--- src/rtl/delay_line_tapped_pkg.sv ---
// Shared helpers for the tapped delay line.
// Contents:
//   tap_width() - width of the tap-select field for a given depth
//   cnt_width() - width of a fill counter that can hold 0..depth
//   clamp_tap() - limits a tap request to the last existing stage
package delay_line_tapped_pkg;

  function automatic int tap_width(input int depth);
    return (depth > 1) ? $clog2(depth) : 1;
  endfunction

  function automatic int cnt_width(input int depth);
    return $clog2(depth + 1);
  endfunction

  // A non-power-of-two depth leaves select codes with no stage behind them;
  // those codes read the oldest stage.
  function automatic int unsigned clamp_tap(input int unsigned sel,
                                            input int unsigned depth);
    return (sel >= depth) ? depth - 1 : sel;
  endfunction

endpackage

--- src/rtl/delay_line_tapped_if.sv ---
// Signal bundle between a sample source and the tapped delay line.
//   master : drives en, flush, sig_in, tap_sel; observes the delayed outputs
//   slave  : the delay line itself
interface delay_line_tapped_if
  import delay_line_tapped_pkg::*;
#(
  parameter int WIDTH = 1,
  parameter int DEPTH = 2
);
  localparam int TAP_W = tap_width(DEPTH);
  localparam int CNT_W = cnt_width(DEPTH);

  logic             en;
  logic             flush;
  logic [WIDTH-1:0] sig_in;
  logic [TAP_W-1:0] tap_sel;
  logic [WIDTH-1:0] tap_out;
  logic             tap_valid;
  logic [WIDTH-1:0] last_out;
  logic [WIDTH-1:0] rise_out;
  logic [WIDTH-1:0] fall_out;
  logic [CNT_W-1:0] fill_count;

  modport master (
    output en, flush, sig_in, tap_sel,
    input  tap_out, tap_valid, last_out, rise_out, fall_out, fill_count
  );

  modport slave (
    input  en, flush, sig_in, tap_sel,
    output tap_out, tap_valid, last_out, rise_out, fall_out, fill_count
  );

endinterface

--- src/rtl/delay_line_tapped_delay_stage.sv ---
// One WIDTH-bit stage of the delay line.
// Ports:
//   clk, sys_rst : clock and synchronous active-high reset
//   en_i         : load d_i when high, hold when low
//   flush_i      : load RESET_VAL (wins over en_i)
//   d_i / q_o    : stage input / registered output
module delay_line_tapped_delay_stage #(
  parameter int               WIDTH     = 1,
  parameter logic [WIDTH-1:0] RESET_VAL = '0
) (
  input  logic             clk,
  input  logic             sys_rst,
  input  logic             en_i,
  input  logic             flush_i,
  input  logic [WIDTH-1:0] d_i,
  output logic [WIDTH-1:0] q_o
);

  logic [WIDTH-1:0] q_q, q_d;

  always_comb begin
    q_d = q_q;
    if (flush_i)   q_d = RESET_VAL;
    else if (en_i) q_d = d_i;
  end

  always_ff @(posedge clk) begin
    if (sys_rst) q_q <= RESET_VAL;
    else         q_q <= q_d;
  end

  assign q_o = q_q;

endmodule

--- src/rtl/delay_line_tapped.sv ---
// Multi-bit shift-register delay line with a runtime-selectable tap, clock
// enable, flush, fill tracking and per-bit edge strobes.
// Ports:
//   clk, sys_rst : single clock, synchronous active-high reset
//   bus (slave)  : en, flush, sig_in, tap_sel in;
//                  tap_out, tap_valid, last_out, rise_out, fall_out,
//                  fill_count out (all registered-only, no path from sig_in)
module delay_line_tapped
  import delay_line_tapped_pkg::*;
#(
  parameter int               WIDTH     = 1,
  parameter int               DEPTH     = 2,
  parameter logic [WIDTH-1:0] RESET_VAL = '0
) (
  input  logic                clk,
  input  logic                sys_rst,
  delay_line_tapped_if.slave  bus
);

  localparam int TAP_W = tap_width(DEPTH);
  localparam int CNT_W = cnt_width(DEPTH);

  function automatic logic [CNT_W-1:0] sat_inc(input logic [CNT_W-1:0] c);
    return (c == CNT_W'(DEPTH)) ? c : c + CNT_W'(1);
  endfunction

  logic [WIDTH-1:0] stage_in [DEPTH];
  logic [WIDTH-1:0] stage_q  [DEPTH];

  assign stage_in[0] = bus.sig_in;

  for (genvar k = 0; k < DEPTH; k++) begin : g_stage
    if (k > 0) begin : g_chain
      assign stage_in[k] = stage_q[k-1];
    end
    delay_line_tapped_delay_stage #(
      .WIDTH     (WIDTH),
      .RESET_VAL (RESET_VAL)
    ) u_stage (
      .clk     (clk),
      .sys_rst (sys_rst),
      .en_i    (bus.en),
      .flush_i (bus.flush),
      .d_i     (stage_in[k]),
      .q_o     (stage_q[k])
    );
  end

  logic [CNT_W-1:0] fill_q, fill_d;

  always_comb begin
    fill_d = fill_q;
    if (bus.flush)   fill_d = '0;
    else if (bus.en) fill_d = sat_inc(fill_q);
  end

  always_ff @(posedge clk) begin
    if (sys_rst) fill_q <= '0;
    else         fill_q <= fill_d;
  end

  logic [TAP_W-1:0] eff_tap;
  logic             edge_ok;

  assign eff_tap = TAP_W'(clamp_tap(32'(bus.tap_sel), 32'(DEPTH)));

  // Until two real samples are in, stage[1] still holds RESET_VAL and any
  // difference against it would be a false edge.
  assign edge_ok = (fill_q >= CNT_W'(2));

  assign bus.tap_out    = stage_q[eff_tap];
  assign bus.tap_valid  = (fill_q > CNT_W'(eff_tap));
  assign bus.last_out   = stage_q[DEPTH-1];
  assign bus.rise_out   = edge_ok ? (stage_q[0] & ~stage_q[1]) : '0;
  assign bus.fall_out   = edge_ok ? (~stage_q[0] & stage_q[1]) : '0;
  assign bus.fill_count = fill_q;

endmodule

--- src/flat_wrapper.sv ---
// flat-port wrapper written by rule: the top's interface ports become plain ports
module delay_line_tapped_flat import delay_line_tapped_pkg::*;
#(
  parameter int               WIDTH     = 1,
  parameter int               DEPTH     = 2,
  parameter logic [WIDTH-1:0] RESET_VAL = '0
)
  (clk, sys_rst, bus_en, bus_flush, bus_sig_in, bus_tap_sel, bus_tap_out, bus_tap_valid, bus_last_out, bus_rise_out, bus_fall_out, bus_fill_count);
  delay_line_tapped_if #(.WIDTH(WIDTH), .DEPTH(DEPTH)) bus_i ();
  input  logic clk;
  input  logic sys_rst;
  input wire logic [$bits(bus_i.en)-1:0] bus_en;
  input wire logic [$bits(bus_i.flush)-1:0] bus_flush;
  input wire logic [$bits(bus_i.sig_in)-1:0] bus_sig_in;
  input wire logic [$bits(bus_i.tap_sel)-1:0] bus_tap_sel;
  output wire logic [$bits(bus_i.tap_out)-1:0] bus_tap_out;
  output wire logic [$bits(bus_i.tap_valid)-1:0] bus_tap_valid;
  output wire logic [$bits(bus_i.last_out)-1:0] bus_last_out;
  output wire logic [$bits(bus_i.rise_out)-1:0] bus_rise_out;
  output wire logic [$bits(bus_i.fall_out)-1:0] bus_fall_out;
  output wire logic [$bits(bus_i.fill_count)-1:0] bus_fill_count;
  assign bus_i.en = bus_en;
  assign bus_i.flush = bus_flush;
  assign bus_i.sig_in = bus_sig_in;
  assign bus_i.tap_sel = bus_tap_sel;
  assign bus_tap_out = bus_i.tap_out;
  assign bus_tap_valid = bus_i.tap_valid;
  assign bus_last_out = bus_i.last_out;
  assign bus_rise_out = bus_i.rise_out;
  assign bus_fall_out = bus_i.fall_out;
  assign bus_fill_count = bus_i.fill_count;
  delay_line_tapped #(.WIDTH(WIDTH), .DEPTH(DEPTH), .RESET_VAL(RESET_VAL)) u_core (.clk(clk), .sys_rst(sys_rst), .bus(bus_i));
endmodule
--- config.mk ---
export PLATFORM = sky130hd
export DESIGN_NAME = delay_line_tapped_flat
export DESIGN_NICKNAME = d
export VERILOG_FILES = /design/src/rtl/delay_line_tapped_pkg.sv /design/src/rtl/delay_line_tapped_if.sv /design/src/rtl/delay_line_tapped_delay_stage.sv /design/src/rtl/delay_line_tapped.sv /design/src/flat_wrapper.sv
export SDC_FILE = /design/constraint.sdc
export NUM_CORES = 1
export LEC_CHECK = 0
export BUFFER_PORTS_ARGS = -buffer_cell sky130_fd_sc_hd__buf_2
export CAP_MARGIN = 25
export CORE_AREA = 2 2 39 41
export DETAILED_ROUTE_END_ITERATION = 8
export DIE_AREA = 0 0 41 43
export PLACE_DENSITY = 0.44
export SETUP_SLACK_MARGIN = 0.5
export SYNTH_ARGS = -nofsm -noshare
export SYNTH_HDL_FRONTEND = slang
export SYNTH_SLANG_ARGS = --single-unit
--- constraint.sdc ---
create_clock -name clk -period 1.3 [get_ports clk]
set_input_delay 0.195 -clock clk [delete_from_list [all_inputs] [get_ports clk]]
set_output_delay 0.195 -clock clk [all_outputs]
set_load 0.1 [all_outputs]
-- Yosys cells after proc, flatten, opt, wreduce, memory -nomap -nowiden
Index checks and enable logic that the tools add are counted.
- $add $sub $neg: 1
- $mul: 0
- divide/modulo/power cells: 0
- order comparisons: 3
- equality and inequality tests: 1
- shifts and indexed selects: 0
- mux-type cells: 5
- bitwise gates (word level): 6
- reduce and logical (&&, ||, !) cells: 2
- operators by type and width (cell ; count):
    $mux W1 ; 5
    $ge A2 B2 Y1 const B ; 2
    $not A1 Y1 ; 3
    $add A2 B1 Y2 const B ; 1
    $and A1 B1 Y1 ; 2
    $eq A2 B2 Y1 const B ; 1
    $gt A2 B1 Y1 ; 1
    $not A1 Y2 ; 1
    $reduce_and A2 Y1 ; 1
    $reduce_or A2 Y1 ; 1
- bits in registers: 4
- latch bits: 0
- memory bits (writable): 0
- bits in read-only memories: 0
- input port bits: 6
- output and inout port bits: 7
- logic and storage cells: 21
- memories: 0

-- Logic depth before layout (Yosys ltp)
- depth after elaboration: 4
- depth in mapped cells: 5
- gate-level depth less buffers: 5

-- By module
From an unflattened synthesis, not the netlist that was laid out.
- cell total of the unflattened synthesis: 21
- area, all modules: 235.2 um^2
- by module, submodules not included (module ; times used ; cells an instance ; area each (um^2) ; sequential area each (um^2)):
    delay_line_tapped ; 1 ; 15 ; 155.1 ; 40.0
    delay_line_tapped_delay_stage ; 2 ; 3 ; 40.0 ; 20.0

-- Worst setup path before layout
OpenSTA, ideal clock, no wires.
- path type: register to output
- from: register u_core.fill_q[1], in the netlist u_core.bus.fill_count[1]
- to: output port bus_fall_out
- arrival: 3584 ps
- required time: 1105 ps
- setup slack: -2479 ps
- cell stages (with the launch flop): 4
- buffers on the path: 0
- cells stage by stage: dfxtp_1 ha_1 nor2_1 nor3b_1
- word-level cells in the longest chain between the ends: 2
- RTL lines (element ; line ; text):
    start, declared ; delay_line_tapped.sv:49 ; logic [CNT_W-1:0] fill_q, fill_d;
    start signal, assigned ; delay_line_tapped.sv:59 ; else fill_q <= fill_d;
    $ge A2 B2 Y1 ; delay_line_tapped.sv:69 ; assign edge_ok = (fill_q >= CNT_W'(2));
    $mux W1 ; delay_line_tapped.sv:75 ; assign bus.fall_out = edge_ok ? (~stage_q[0] & stage_q[1]) : '0;
    end, declared ; flat_wrapper.sv:20 ; output wire logic [$bits(bus_i.fall_out)-1:0] bus_fall_out;
No other way between the ends.

-- Worst setup path in the final report
- from: register u_core.fill_q[0], in the netlist u_core.bus.fill_count[0]
- to: output port bus_fall_out
Same word-level chain as after synthesis.

==> metrics.txt <==
# TYPE chip_impl_metric gauge
chip_impl_info{name="unrepaired_setup_endpoints_after_global_routing",value="yes"} 1
chip_impl_metric{name="timing_max_transition_violations_final",unit=""} 0
chip_impl_metric{name="power_report.internal_total",unit="W"} 0.0003225
chip_impl_metric{name="placement.io_buffers",unit=""} 12
chip_impl_metric{name="vias_per_cell",unit=""} 4.017
chip_impl_metric{name="worst-slew-pin-transition",unit="ns"} 0.2213
chip_impl_metric{name="grt_antenna_before_repair",unit=""} 0
chip_impl_metric{name="power.sequential.fraction",unit="%"} 26.3
chip_impl_info{name="end_kind",value="output pin"} 1
chip_impl_metric{name="finalNonFillerCells",unit=""} 60
chip_impl_metric{name="route.antenna.remaining_nets",unit=""} 0
chip_impl_metric{name="worstPathBufferInverterCount",unit=""} 2
chip_impl_info{name="min_path_type",value="in -> reg"} 1
chip_impl_metric{name="report.final.hold_viol_count",unit=""} 0
chip_impl_metric{name="grt_overflow_total",unit=""} 0
chip_impl_metric{name="p_per_cell_area",unit="nW/um^2"} 807.8
chip_impl_metric{name="finalWeightedCongestion",unit=""} 0.6517
chip_impl_metric{name="dpl.cell_count",unit=""} 49
chip_impl_info{name="run_status",value="finished, violations left"} 1
chip_impl_metric{name="part_of_the_cycle_the_worst_path_needs",unit="%"} 110.6
chip_impl_metric{name="initial_utilization",unit="%"} 15.73
chip_impl_metric{name="ratio_of_cells_with_drive_above_1_in_the_final_layout",unit="%"} 86.36
chip_impl_metric{name="relSlewSlack",unit="%"} 85.24
chip_impl_metric{name="synth.ff_latch_count",unit=""} 4
chip_impl_metric{name="grt_start_max_net_pins",unit=""} 6
chip_impl_metric{name="switching_share",unit="%"} 34.08
chip_impl_info{name="synth_top_area_cell",value="dfxtp_1"} 1
chip_impl_metric{name="detailed_place.area",unit="um^2"} 481.7
chip_impl_metric{name="fin_setup_tns",unit="ns"} -0.3195
chip_impl_metric{name="layout.nets",unit=""} 53
chip_impl_metric{name="synthArstFlopShare",unit="%"} 0
chip_impl_metric{name="finClkSkew",unit="ns"} 0.00004005
chip_impl_metric{name="cts.htree.levels",unit=""} 1
chip_impl_metric{name="synth_area_per_cell",unit="um^2"} 10.37
chip_impl_info{name="synth.top_cells.by_area",value="dfxtp_1 37%, ha_1 11%, mux2i_1 9.2%"} 1
chip_impl_metric{name="clk_latency",unit="ns"} 0.24
chip_impl_info{name="failed_checks",value="negative setup slack"} 1
chip_impl_metric{name="fin_area",unit="um^2"} 605.6
chip_impl_metric{name="chipWidth",unit="um"} 41
chip_impl_metric{name="num-fill-cells",unit=""} 134
chip_impl_info{name="timing.critical_path.max_delay_family",value="flip-flops"} 1
chip_impl_metric{name="setup-violations-final",unit=""} 3
chip_impl_metric{name="p_leak",unit="nW"} 0.2365
chip_impl_metric{name="final_critical_path_setup_slack",unit="ns"} -0.1377
chip_impl_metric{name="die_h",unit="um"} 43
chip_impl_metric{name="synth_seq_area_share",unit="%"} 36.78
chip_impl_metric{name="routedWlPerCell",unit="um"} 9.333
chip_impl_metric{name="cp_data_arrival_time",unit="ns"} 1.24
chip_impl_metric{name="area_delta_synth_final",unit="%"} 178.2
chip_impl_metric{name="detailedPlacementHpwl",unit="um"} 397.3
chip_impl_metric{name="grt_first_pass_wirelength",unit="um"} 903
chip_impl_info{name="critical_path.cell_chain",value="inv_4 -> ha_4 -> nor2_4 -> nor3b_4 -> buf_12"} 1
chip_impl_metric{name="site_row_count",unit=""} 14
chip_impl_metric{name="power.switching",unit="W"} 0.0001667
chip_impl_metric{name="floorplan.die_area",unit="um^2"} 1763
chip_impl_info{name="cts_tree",value="built"} 1
chip_impl_metric{name="synth.yosys.warnings",unit=""} 0
chip_impl_metric{name="peak_ir_drop_on_the_vdd_network",unit="uV"} 366.1
chip_impl_info{name="crit_path_top_delay_cell",value="dfxtp_4"} 1
chip_impl_metric{name="cts_hold_repair.buffers",unit=""} 0
chip_impl_metric{name="num_io_pins",unit=""} 13
chip_impl_metric{name="netlist.area_leader.share",unit="%"} 36.78
chip_impl_metric{name="clock-sinks",unit=""} 4
chip_impl_metric{name="synthesis.nets",unit=""} 29
chip_impl_info{name="synthTopCellsByCount",value="4 x dfxtp_1, 3 x nor3_1"} 1
chip_impl_info{name="critPathKind",value="reg -> out"} 1
chip_impl_metric{name="core-area",unit="um^2"} 1384
chip_impl_metric{name="clock_tree.buffer_depth",unit=""} 2
chip_impl_metric{name="globalRouteTotalUtil",unit="%"} 7.924
chip_impl_metric{name="cap_violations",unit=""} 0
chip_impl_metric{name="drt_drc",unit=""} 0
chip_impl_metric{name="via_count",unit=""} 241
chip_impl_info{name="top_reg_cell_synth",value="dfxtp_1"} 1
chip_impl_metric{name="yosys.cell_types.count",unit=""} 12
chip_impl_metric{name="syn_inst",unit=""} 21
chip_impl_metric{name="clkTransAtPathRegs",unit="ns"} 0.04
chip_impl_metric{name="period_needed",unit="ns"} 1.438
chip_impl_metric{name="critPathRequiredTime",unit="ns"} 1.11
chip_impl_metric{name="tritoncts.num_buffers",unit=""} 3
chip_impl_metric{name="totalWireLength",unit="um"} 560
chip_impl_info{name="yosysMostFrequentCell",value="dfxtp_1"} 1
chip_impl_metric{name="worst_hold_slack",unit="ns"} 0.1866
chip_impl_metric{name="first_global_vias",unit=""} 235
chip_impl_metric{name="utilization",unit="%"} 43.76
chip_impl_info{name="setup.worst_path.start_class",value="register"} 1
chip_impl_metric{name="antennaDiodeCount",unit=""} 0
chip_impl_metric{name="detailedRoute.firstPassIterationCount",unit=""} 1
chip_impl_metric{name="synth.cell_area",unit="um^2"} 217.7
chip_impl_metric{name="count_of_routing_violations_after_the_opening_detailed_route_iteration",unit=""} 0
chip_impl_metric{name="power.combinational.fraction",unit="%"} 39.1
chip_impl_metric{name="max_clock_freq",unit="MHz"} 695.6
chip_impl_metric{name="clock_power_share",unit="%"} 34.5
chip_impl_metric{name="critical_path_fanout_max",unit=""} 2
chip_impl_metric{name="critical_path.max_stage_delay",unit="ns"} 0.34
chip_impl_metric{name="number_of_flops_mapped_to_enable_cells_by_yosys",unit=""} 0
chip_impl_info{name="cts_root_buffer",value="clkbuf_4"} 1
power by group through the flow:
stage	sequential (W)	combinational (W)	clock [W]
after global routing	0.000129	0.000199	0.000185
after floorplan	0.000157	0.0000819	0
final	0.000129	0.000191	0.000169
after global placement	0.000135	0.000159	0
after detailed placement	0.000135	0.000159	0
after CTS	0.000128	0.000177	0.000179
metrics by stage:
| stage | setup slack (ns) | total power [W] |
|---|---|---|
| 2_1_floorplan | -0.5522 | 0.0002390 |
| 3_3_place_gp | 0.07930 | 0.0002938 |
| 3_5_place_dp | 0.06078 | 0.0002945 |
| 4_1_cts | -0.1589 | 0.0004846 |
| 5_1_grt | -0.1885 | 0.0005134 |
| 6_report | -0.1377 | 0.0004892 |
final timing paths:
path	end	depth (start not counted)	slack, ns	startpoint
max	bus_fall_out	5	-0.14	u_core.bus.fill_count[0]$_SDFFE_PP0P_
min	u_core.bus.fill_count[0]$_SDFFE_PP0P_	2	0.19	sys_rst
max reg2reg	u_core.bus.fill_count[1]$_SDFFE_PP0P_	4	0.11	u_core.bus.fill_count[0]$_SDFFE_PP0P_
min reg2reg	u_core.g_stage[1].u_stage.q_o$_SDFFE_PP0P_	2	0.58	u_core.g_stage[0].u_stage.q_o$_SDFFE_PP0P_
cell families after synthesis:
family,after synthesis,share of synthesized area (%)
flip-flops,4,36.78
AND/OR/NAND/NOR,8,21.26
AO/OA/AOI/OAI,2,10.34
adder cells (fa/ha/maj),2,11.49
buffers and inverters,1,1.722
multiplexers,3,14.37
XOR/XNOR,1,4.024
cell usage in the layout, fill, tap and decap left out:
| cell type | n |
|---|---|
| a2111oi_4 | 1 |
| and2b_2 | 1 |
| buf_12 | 7 |
| buf_2 | 5 |
| buf_4 | 4 |
| buf_6 | 3 |
| clkbuf_1 | 1 |
| clkbuf_4 | 3 |
| dfxtp_4 | 4 |
| ha_4 | 2 |
| inv_4 | 1 |
| mux2_4 | 1 |
| mux2i_1 | 2 |
| nor2_1 | 1 |
| nor2_4 | 1 |
| nor3_1 | 2 |
| nor3_2 | 1 |
| nor3b_4 | 2 |
| o21bai_4 | 1 |
| xnor2_2 | 1 |
per-layer routing:
layer / vias to the layer above / GRT usage [%] / share of wire, %
met1: 111 / 8.013 / 34
met2: 8 / 11.88 / 58
li1: 122 / - / -
met5: - / 0 / 0
met3: 0 / 2.094 / 7.9
met4: 0 / 8.000 / 0
layout make-up:
class / count / area (um^2) / share of cell area, %
clock buffer: 4 / 26.28 / 4.339
inverter: 1 / 6.256 / 1.033
multi-input combinational: 16 / 229.0 / 37.81
sequential: 4 / 95.09 / 15.70
tap: 16 / 20.02 / 3.306
timing repair buffer: 19 / 229.0 / 37.81
flip-flops by register name (all words and copies together) (netlist names):
name / count
u_core.bus.fill_count: 2
u_core.g_stage.u_stage.q_o: 2
worst reg2reg max path, stage by stage (launching register included):
cell and delay (ns):
dfxtp_4 0.34, inv_4 0.07, ha_4 0.14, and2b_2 0.26, a2111oi_4 0.28
timing repair:
| action | in CTS | in global routing |
|---|---|---|
| resized for setup | 6 | 3 |
| setup endpoints to repair | 9 | 9 |
| buffers inserted | 4 | 3 |
| pin swaps | 2 | 0 |
Power figures use the tool's default switching activity.
